`src/rtl/property_sweeper.sv`:
```
// rtl/property_sweeper.sv - exhaustive stimulus sweeper and property checker for combinational blocks
// Optional: SWEEP_STOP_ON_FAIL_EN ends the sweep at the first failing vector.
module property_sweeper #(
  parameter int NUM_INPUTS = 4,
  parameter int NUM_PROPS  = 9,
  parameter int SETTLE     = 1,
  parameter logic [NUM_PROPS-1:0] ONE_MASK  = 9'h1FC,
  parameter logic [NUM_PROPS-1:0] ZERO_MASK = 9'h002,
  parameter logic [NUM_PROPS-1:0] A_MASK    = 9'h000,
  localparam int CNT_W = NUM_INPUTS + 1
) (
  input  logic                  clk,
  input  logic                  rst_n,
  input  logic                  start,
  input  logic                  abort,
  input  logic [NUM_PROPS-1:0]  props,
  output logic [NUM_INPUTS-1:0] stim,
  output logic                  busy,
  output logic                  done,
  output logic                  pass,
  output logic [NUM_PROPS-1:0]  fail_mask,
  output logic [CNT_W-1:0]      fail_count,
  output logic                  first_fail_valid,
  output logic [NUM_INPUTS-1:0] first_fail_vec
);

  localparam logic [1:0] IDLE   = 2'd0;
  localparam logic [1:0] DRIVE  = 2'd1;
  localparam logic [1:0] SAMPLE = 2'd2;
  localparam logic [1:0] DONE   = 2'd3;

  localparam int SW = (SETTLE > 1) ? $clog2(SETTLE) : 1;
  localparam logic [SW-1:0] SETTLE_LAST = SW'(SETTLE - 1);
  localparam logic [NUM_PROPS-1:0] CARE_MASK = ONE_MASK | ZERO_MASK | A_MASK;

  logic [1:0]           state;
  logic [SW-1:0]        settle;
  logic [NUM_PROPS-1:0] expected;
  logic [NUM_PROPS-1:0] mism;

  // Bits outside ONE/ZERO follow a; only the care mask decides whether they count.
  always_comb begin
    expected = ONE_MASK | ({NUM_PROPS{stim[0]}} & ~ONE_MASK & ~ZERO_MASK);
    mism     = (props ^ expected) & CARE_MASK;
  end

  assign busy = (state == DRIVE) || (state == SAMPLE);
  assign done = (state == DONE);
  assign pass = done && (fail_count == '0);

  always_ff @(posedge clk or negedge rst_n) begin
    if (!rst_n) begin
      state            <= IDLE;
      settle           <= '0;
      stim             <= '0;
      fail_mask        <= '0;
      fail_count       <= '0;
      first_fail_valid <= 1'b0;
      first_fail_vec   <= '0;
    end else if (abort) begin
      // Statistics are kept so a supervisor can inspect a partial sweep.
      state  <= IDLE;
      stim   <= '0;
      settle <= '0;
    end else begin
      case (state)
        IDLE, DONE: begin
          if (start) begin
            state            <= DRIVE;
            stim             <= '0;
            settle           <= '0;
            fail_mask        <= '0;
            fail_count       <= '0;
            first_fail_valid <= 1'b0;
            first_fail_vec   <= '0;
          end
        end
        DRIVE: begin
          if (settle == SETTLE_LAST) begin
            state  <= SAMPLE;
            settle <= '0;
          end else begin
            settle <= settle + SW'(1);
          end
        end
        SAMPLE: begin
          if (|mism) begin
            fail_mask <= fail_mask | mism;
            if (!(&fail_count))
              fail_count <= fail_count + CNT_W'(1);
            if (!first_fail_valid) begin
              first_fail_valid <= 1'b1;
              first_fail_vec   <= stim;
            end
          end
`ifdef SWEEP_STOP_ON_FAIL_EN
          if ((|mism) || (&stim)) begin
            state <= DONE;
          end else begin
            stim  <= stim + NUM_INPUTS'(1);
            state <= DRIVE;
          end
`else
          if (&stim) begin
            state <= DONE;
          end else begin
            stim  <= stim + NUM_INPUTS'(1);
            state <= DRIVE;
          end
`endif
        end
        default: state <= IDLE;
      endcase
    end
  end

endmodule
```
`config.mk`:
```
export PLATFORM = sky130hd
export DESIGN_NAME = property_sweeper
export DESIGN_NICKNAME = d
export VERILOG_FILES = /design/src/rtl/property_sweeper.sv
export SDC_FILE = /design/constraint.sdc
export NUM_CORES = 1
export LEC_CHECK = 0
export CORE_MARGIN = 2
export CORE_UTILIZATION = 46
export DETAILED_ROUTE_END_ITERATION = 8
export GPL_ROUTABILITY_DRIVEN = 0
export PLACE_DENSITY_LB_ADDON = 0.25
export SYNTH_ARGS = -nofsm -noshare
export SYNTH_HDL_FRONTEND = slang
export SYNTH_SLANG_ARGS = --single-unit
```
`constraint.sdc`:
```
create_clock -name clk -period 2.1 [get_ports clk]
set_input_delay 0.42 -clock clk [delete_from_list [all_inputs] [get_ports clk]]
set_output_delay 0.42 -clock clk [all_outputs]
set_load 0.005 [all_outputs]
```
# Word level (Yosys, flattened, before mapping)

Cells that the tools add are included.

Output and inout port bits: 26
Logic and storage cells: 65
Register bits: 26
Input port bits: 13

Bitwise logic cells: 3
Equality and inequality tests: 10
Reduce and logical (&&, ||, !) cells: 17
Add/sub/neg operators: 3
Mux-type cells: 25

Operators with widths:

| operator              | number |
|---|---|
| $mux W4               | 5 |
| $mux W9               | 2 |
| $pmux W9 S2           | 1 |
| $pmux W4 S2           | 2 |
| $mux W5               | 3 |
| $reduce_and A5 Y1     | 3 |
| $pmux W5 S2           | 1 |
| $ne A3 B3 Y1 const B  | 3 |
| $or A9 B9 Y9          | 1 |
| $xor A9 B9 Y9         | 1 |
| $mux W2               | 4 |
| $reduce_and A4 Y1     | 2 |
| $reduce_or A8 Y1      | 1 |
| $ne A2 B2 Y1 const B  | 3 |
| $pmux W2 S3           | 1 |
| $reduce_bool A3 Y1    | 2 |
| $add A5 B1 Y5 const B | 1 |
| $logic_not A5 Y1      | 1 |
| $add A4 B1 Y4 const B | 1 |
| $eq A2 B2 Y1 const B  | 2 |
| $mux W1               | 4 |
| $pmux W1 S2           | 2 |
| $reduce_and A2 Y1     | 2 |
| $reduce_and A3 Y1     | 1 |
| other kinds (9)       | 9 |

# Longest topological paths before layout

Gate-level depths: netlist of the first run.

Depth in word-level cells: 4
Depth in mapped cells: 7
Mapped depth without buffers: 6

# Least setup slack after synthesis of the first run

Ideal clock, no wire load.

Kind: reg2reg
Start point: reg state[0]
End point: reg fail_count[3]
Clock period less this slack: 1.868 ns
Data arrival time: 1.722 ns
Library setup time: 0.146 ns
Required time: 1.954 ns
Cell stages (with the launch flop): 8
Buffers on the path: 1
Path slack: 0.232 ns
Path through: dfrtp_1 -> inv_1 -> ha_1 -> and2b_1 -> or3_1 -> buf_2 -> o21ai_0 -> o311ai_0

Longest elaborated chain between the ends: 4
Elaborated cells on any way between the ends: 10
Classes of those cells: eq/ne: 5; mux: 1; reduce/logical: 4

RTL lines:

| element                                                             | line | source |
|---|---|---|
| start: declaration                                                  | 36   | `logic [1:0] state;` |
| start signal: assignment                                            | 53   | `state <= IDLE;` |
| start signal: assignment                                            | 62   | `state <= IDLE;` |
| start signal: assignment                                            | 69   | `state <= DRIVE;` |
| $eq A2 B2 Y1 / $logic_not A2 Y1 (equally long branches)             | 66   | `case (state)` |
| $reduce_or A2 Y1                                                    | 66   |  |
| $ne A2 B2 Y1 (no line) / $reduce_bool A2 Y1 (equally long branches) | -    |  |
| $reduce_and A5 Y1 (no line)                                         | -    |  |
| end signal: assignment                                              | 90   | `fail_count <= fail_count + CNT_W'(1);` |
| end: declaration                                                    | 22   | `output logic [CNT_W-1:0] fail_count,` |

Parallel ways exist; a longest one is shown, timed or not.
A chain may end at the register's enable or synchronous reset.

# Final worst setup path of the first run

Start point: reg state[0]
End point: out busy

Longest elaborated chain between the ends: 2
Elaborated cells on any way between the ends: 3
Classes of those cells: eq/ne: 2; reduce/logical: 1

RTL lines:

| element                                             | line | source |
|---|---|---|
| $eq A2 B1 Y1 / $eq A2 B2 Y1 (equally long branches) | 47   | `assign busy = (state == DRIVE) \|\| (state == SAMPLE);` |
| $logic_or A1 B1 Y1 *                                | 47   |  |
| end: declaration                                    | 18   | `output logic busy,` |

Every way passes the cells marked *; elsewhere a longest branch is shown, timed or not.

==> reports/metrics.json, run 1 <==
{
  "run_status": "completed",
  "critPathMaxStageDelay_ns": 0.49,
  "yosysSeqAreaShare": 0.466,
  "r2r_cells": 7,
  "postSynthAreaPerCell_sq_um": 10.0,
  "yosys_warnings": 0,
  "vias_in_the_first_global_route": 1123,
  "fraction_of_layout_cells_with_a_size_suffix_above_1": 0.156,
  "cells_traversed_along_the_worst_timing_path": "inv_2 > ha_4 > inv_1 > clkdlybuf4s50_1",
  "ys_ff_latch": 24,
  "post-route-cell-area_sq_um": 1830,
  "area_delta_synth_final_pct": 42.1,
  "numPortBuffers": 36,
  "synth_ff_type": "dfrtp_1",
  "route.final.wire_length_mm": 2.96,
  "leakagePower_nw": 0.820,
  "antennaDiodeCount": 0,
  "synthMostInstantiatedCell": "dfrtp_1",
  "setup.worst_path.class": "flop to primary output",
  "data_required_time_of_the_critical_path_ns": 1.68,
  "post_synth_inst_count": 129,
  "maxCapViolations": 0,
  "starting_utilization_of_the_core_area": 0.476,
  "synth_area_sq_um": 1290,
  "die_w_um": 57.0,
  "sort_of_element_at_the_start_of_the_critical_path": "flop",
  "layout_worst_path_cycle_share": 0.951,
  "setup.worst_path.end_class": "primary output",
  "rows": 19,
  "drt_iter0_drc": 48,
  "global_route_wire_length_before_repair_mm": 5.20,
  "worst_setup_hold_path_clk_slew_ns": 0.13,
  "cts_tree": "done",
  "antenna_found_initial": 0,
  "cts_root_buffer": "clkbuf_4",
  "cts_made_buffers": 3,
  "count_of_flip_flops_with_a_built_in_enable_after_synthesis": 0,
  "die-area_sq_um": 3240,
  "grt_remaining_overflow": 0,
  "grt_start_max_net_pins": 25,
  "p_per_area_nw_per_um2": 1000,
  "synth.area.top_cells": "dfrtp_1 (47%), ha_1 (7.8%), nor2_1 (4.7%)",
  "clkSinkCount": 24,
  "design.final.nets": 201,
  "synthesis.nets": 150,
  "ioPinCount": 39,
  "skew_ns": 0.00323,
  "drt-pass1-iter-count": 4,
  "grt_util_all_layers": 0.203,
  "setup_viol": 0,
  "report.final.hold_viol_count": 0,
  "share_of_the_synthesized_area_in_the_top_cell_type": 0.466,
  "library_cells_used_by_synthesis": 36,
  "power.ir.vdd_worst_mv": 0.718,
  "cts.htree.levels": 1,
  "drt-wirelength-per-cell_um": 14.1,
  "floorplan.die.height_um": 57.0,
  "detail_route.vias_per_cell": 5.40,
  "critical_path_at_ns": 1.58,
  "fp.coreArea_sq_um": 2710,
  "period_minus_slack_ns": 2.00,
  "ys_async_sr_fraction": 1.00,
  "critPathMaxFanout": 5,
  "maxClockFrequency_mhz": 501,
  "crit_slowest_cell": "clkdlybuf4s50_1",
  "place_hpwl_mm": 2.28,
  "ant_nets": 0,
  "worstSkewPairLatency_ns": 0.31,
  "final.setup.tns_ns": 0,
  "place_area_sq_um": 1740,
  "routed-via-count": 1133,
  "post_synth_most_frequent_cells": "dfrtp_1 (24), nor2_1 (16), ha_1 (8), o21a_1 (8)",
  "hold_path.class": "input pin to async pin",
  "clock_tree.buffer_depth": 2,
  "grt_setup_unrepaired": "no",
  "synth_top_area_cell": "dfrtp_1",
  "detail_route.drc_violations": 0,
  "maxSlewViolCount": 0,
  "final_total_pwr_mw": 1.84
}
flip-flops by register name, summed over array words and instances (netlist names):
name and cells:
fail_mask 8, fail_count 5, first_fail_vec 4, stim 4
state 2, first_fail_valid 1
per-layer routing:
metal	vias to the layer above	share of wire	global-route usage
met2	21	0.51	0.342
met3	4	0.027	0.0363
met1	550	0.46	0.269
li1	558	-	-
met5	-	0	0
met4	0	0.0098	0.0631
final timing paths:
check | to | startpoint | slack (ns)
min in group clk | fail_mask[4] | fail_mask[4] | 0.51
worst min register to register | fail_mask[4] | fail_mask[4] | 0.51
worst max register to register | fail_mask[5] | state[0] | 0.19
max in group asynchronous | fail_count[0] | rst_n | 1.40
worst max-delay path | busy | state[0] | 0.10
worst min-delay path | stim[3] | rst_n | 0.45
where the power goes:
part	internal, mW	switching, mW	total, mW
registers	0.570	0.0829	0.653
clock network	0.106	0.137	0.243
logic	0.515	0.426	0.942
cell families after synthesis:
| logic type | after synthesis | synth area share |
|---|---|---|
| AO/OA/AOI/OAI | 27 | 0.155 |
| adder cells (fa/ha/maj) | 8 | 0.0776 |
| buffers and inverters | 12 | 0.0388 |
| flip-flops | 24 | 0.466 |
| multiplexers | 2 | 0.0155 |
| other | 1 | 0.00291 |
| AND/OR/NAND/NOR | 55 | 0.244 |
stage by stage:
stage	utilization	hold WS [ns]	setup slack, ns	cells
finish	0.676	0.449	0.104	210
global route	0.676	0.464	0.00777	210
CTS	0.662	0.447	0.00823	207
detailed placement	0.642	0.484	0.0124	201
global placement	0.642	0.476	0.0245	201
floorplan	-	0.124	0.232	129
layout by cell type (no fill, tap or decap), types with 2 or more instances in the layout:
master           count
clkbuf_4             3
dfrtp_1             23
nor2_1              16
o21ai_0              3
mux2i_1              2
nand3_1              7
o21a_1               8
ha_1                 6
a32o_1               2
clkdlybuf4s50_1     35
nand2_1              5
nor2b_1              4
buf_4               15
a21oi_1              4
a22o_1               5
nor3_1               5
inv_1                6
o32ai_1              2
nand2b_1             5
critical path, delay by kind of cell, from the launching register on:
family	cells	cell delay [ns]
flops	1	0.43
fa+ha+maj	1	0.21
buf+inv	3	0.62
timing repair:
item	in CTS	in global routing
setup endpoints to repair	2	2
gates resized for setup	1	4
gates cloned	0	0
hold buffers	0	0
buffers inserted	2	3
pin swaps	0	1
area by class of cell:
cell class                 instances  area, sq um
tap                               31         38.8
timing repair buffer              51          475
sequential                        24          602
multi-input combinational         93          654
inverter                           7         26.3
fill                             221          877
clock buffer                       4         36.3
Note: power is estimated with default switching activity, not from simulation.
==> run 2: changes to the inputs <==
--- a/config.mk
+++ b/config.mk
@@ -6,8 +6,9 @@
 export NUM_CORES = 1
 export LEC_CHECK = 0
 export CORE_MARGIN = 2
-export CORE_UTILIZATION = 46
+export CORE_UTILIZATION = 59
 export DETAILED_ROUTE_END_ITERATION = 8
+export DONT_BUFFER_PORTS = 1
 export GPL_ROUTABILITY_DRIVEN = 0
 export PLACE_DENSITY_LB_ADDON = 0.25
 export SYNTH_ARGS = -nofsm -noshare
==> reports/metrics.json, run 2 (same netlist as run 1, synthesis figures left out) <==
{
  "run_status": "completed",
  "worst_slew_pin_slew_ns": 1.04,
  "layout.cells.most_common": "dfrtp_1",
  "worstSkewPairLatency": {"value": 0.31, "unit": "ns", "change": "about the same"},
  "final.setup.tns": {"value": 0, "unit": "ns", "change": "unchanged"},
  "antennaDiodeCount": {"value": 0, "change": "unchanged"},
  "mostFrequentLayoutCells": "dfrtp_1 (23), nor2_1 (16), o21a_1 (8), ha_1 (8)",
  "fp.coreArea": {"value": 2020, "unit": "sq um", "change": "-25%"},
  "drt-pass1-iter-count": {"value": 4, "change": "unchanged"},
  "cts_tree": "done",
  "area_delta_synth_final_pct": 6.01,
  "skew": {"value": 0.00781, "unit": "ns", "change": "+0.00458 ns"},
  "reg2reg_setup_slack": {"value": 0.19, "unit": "ns", "change": "about the same"},
  "p_per_area": {"value": 1060, "unit": "nW/um^2", "change": "+6.2%"},
  "grt_util_all_layers": {"value": 0.223, "change": "+0.0197"},
  "clkSinkCount": {"value": 24, "change": "unchanged"},
  "p_sw_frac": {"value": 0.391, "change": "+0.0394"},
  "cts_root_buffer": "clkbuf_4",
  "drt_iter0_drc": {"value": 13, "change": "-73%"},
  "hold-path-endpoint": "stim[1]",
  "combPwrFrac": {"value": 0.395, "change": "-0.117"},
  "die-area": {"value": 2580, "unit": "sq um", "change": "-21%"},
  "hold_path.class": "input pin to flop",
  "setup.worst_path.end_class": "flop",
  "floorplan.die.height": {"value": 50.8, "unit": "um", "change": "-11%"},
  "power_switching": {"value": 569, "unit": "uW", "change": "-12%"},
  "setup.worst_path.class": "flop to flop",
  "hp-start": "abort",
  "grt_start_max_net_pins": {"value": 25, "change": "unchanged"},
  "place_hpwl": {"value": 1.89, "unit": "mm", "change": "-17%"},
  "global_route_wire_length_before_repair": {"value": 4.32, "unit": "mm", "change": "-17%"},
  "fraction_of_layout_cells_with_a_size_suffix_above_1": {"value": 0.108, "change": "-0.0487"},
  "design.final.nets": {"value": 153, "change": "-24%"},
  "critPathMaxFanout": {"value": 11, "change": "+6"},
  "share_seq_of_total_power": {"value": 0.469, "change": "+0.113"},
  "largest_reg_flops": {"value": 8, "change": "unchanged"},
  "drt-wirelength-per-cell": {"value": 15.8, "unit": "um", "change": "+12%"},
  "worst_setup_hold_path_clk_slew": {"value": 0.13, "unit": "ns", "change": "about the same"},
  "leakagePower": {"value": 0.609, "unit": "nW", "change": "-26%"},
  "maxClockFrequency": {"value": 522, "unit": "MHz", "change": "+4.3%"},
  "antenna_found_initial": {"value": 0, "change": "unchanged"},
  "ioPinCount": {"value": 39, "change": "unchanged"},
  "report.final.hold_viol_count": {"value": 0, "change": "unchanged"},
  "power.ir.vdd_worst": {"value": 0.756, "unit": "mV", "change": "+5.3%"},
  "period_minus_slack": {"value": 1.91, "unit": "ns", "change": "-0.0820 ns"},
  "r2r_cells": {"value": 6, "change": "-1"},
  "vias_in_the_first_global_route": {"value": 943, "change": "-16%"},
  "worst_r2r_endpoint": "fail_count[4]",
  "cts.htree.levels": {"value": 1, "change": "unchanged"},
  "postLayoutCoreUtil": {"value": 0.676, "change": "about the same"},
  "starting_utilization_of_the_core_area": {"value": 0.638, "change": "+0.162"},
  "min_delay_path_depth": 1,
  "ant_nets": {"value": 0, "change": "unchanged"},
  "largest_registers": "fail_mask (8), fail_count (5)",
  "power_frac_clock": {"value": 0.136, "change": "+0.004"},
  "p_int": {"value": 887, "unit": "uW", "change": "-26%"},
  "grt_setup_unrepaired": "no",
  "r2r-start": "state[0]",
  "maxSlewViolCount": {"value": 0, "change": "unchanged"},
  "numPortBuffers": {"value": 0, "change": "-100%"},
  "max-slew-margin-rel": 0.305,
  "cts_made_buffers": {"value": 3, "change": "unchanged"},
  "setup_viol": {"value": 0, "change": "unchanged"},
  "die_w": {"value": 50.8, "unit": "um", "change": "-11%"},
  "data_required_time_of_the_critical_path": {"value": 2.36, "unit": "ns", "change": "+0.68 ns"},
  "top_register": "fail_mask",
  "cts_setup_buffers": {"value": 0, "change": "-2"},
  "sort_of_element_at_the_start_of_the_critical_path": "flop",
  "critical_path_at": {"value": 2.17, "unit": "ns", "change": "+0.59 ns"},
  "detail_route.drc_violations": {"value": 0, "change": "unchanged"},
  "route.final.wire_length": {"value": 2.48, "unit": "mm", "change": "-16%"},
  "maxCapViolations": {"value": 0, "change": "unchanged"},
  "rows": {"value": 16, "change": "-3"},
  "clock_tree.buffer_depth": {"value": 2, "change": "unchanged"},
  "grt_remaining_overflow": {"value": 0, "change": "unchanged"},
  "routed-via-count": {"value": 954, "change": "-16%"},
  "detail_route.vias_per_cell": {"value": 6.08, "change": "+13%"},
  "layout_worst_path_cycle_share": {"value": 0.912, "change": "-0.0390"}
}
## run 2: cell types whose count changed in the layout (fill, tap and decap cells not counted), sizes merged
cell	change
dlygate4sd3	+1
buf	-13
dlymetal6s2s	-1
clkdlybuf4s50	-35
clkbuf	-1
## run 2: layout make-up
cell class / instances / area (sq um)
Sequential cell: 24 / 602
Clock buffer: 3 / 22.5
Multi-Input combinational cell: 93 / 658
Inverter: 7 / 26.3
Fill cell: 176 / 654
Timing Repair Buffer: 3 / 25.0
Tap cell: 27 / 33.8
## run 2: how the worst max path moves through the flow
stage / end / startpoint / depth (start not counted)
3_5_place_dp: fail_count[4] / state[0] / 6
2_1_floorplan: fail_count[3] / state[0] / 7
6_report: fail_count[4] / state[0] / 6
3_3_place_gp: fail_count[1] / state[0] / 6
4_1_cts: fail_count[4] / state[0] / 6
5_1_grt: fail_count[3] / state[0] / 6
## run 2: through the flow
| stage | hold slack (ns) | worst slack [ns] | power, mW | instances | area, sq um |
|---|---|---|---|---|---|
| global route | 0.131 | 0.0443 | 1.57 | 157 | 1370 |
| global placement | 0.125 | 0.143 | 1.20 | 153 | 1320 |
| CTS | 0.141 | 0.0492 | 1.44 | 157 | 1350 |
| floorplan | 0.124 | 0.232 | 1.10 | 129 | 1290 |
| detailed placement | 0.125 | 0.0611 | 1.23 | 153 | 1320 |
| finish | 0.149 | 0.186 | 1.46 | 157 | 1370 |
## run 2: repair_timing
action / CTS / global route
hold endpoints to repair: 24 / 0
resized for setup: 0 / 5
hold buffers: 1 / 0
setup endpoints to repair: 0 / 13
## run 2: layer usage
layer / part of all wire / GRT usage / up-vias / routed length (um)
met4: 0.0057 / 0.0766 / 0 / 14
met1: 0.43 / 0.284 / 468 / 1070
met3: 0.049 / 0.0655 / 2 / 122
met2: 0.51 / 0.362 / 27 / 1270
met5: 0 / 0 / - / 0
li1: - / - / 457 / -
## run 2: power groups by stage
stage,Clock [mW],Combinational [mW],Sequential (mW)
final,0.198,0.575,0.682
after global routing,0.218,0.653,0.701
after CTS,0.203,0.548,0.684
after detailed placement,0,0.535,0.695
after global placement,0,0.510,0.689
after floorplan,0,0.432,0.666
## run 2: worst max-delay path, cell delays in order (launching register included)
cell	delay, ns
dfrtp_2	0.42
inv_1	0.06
ha_1	0.30
and2b_1	0.26
or3_4	0.42
nor2_1	0.20
a32o_1	0.20
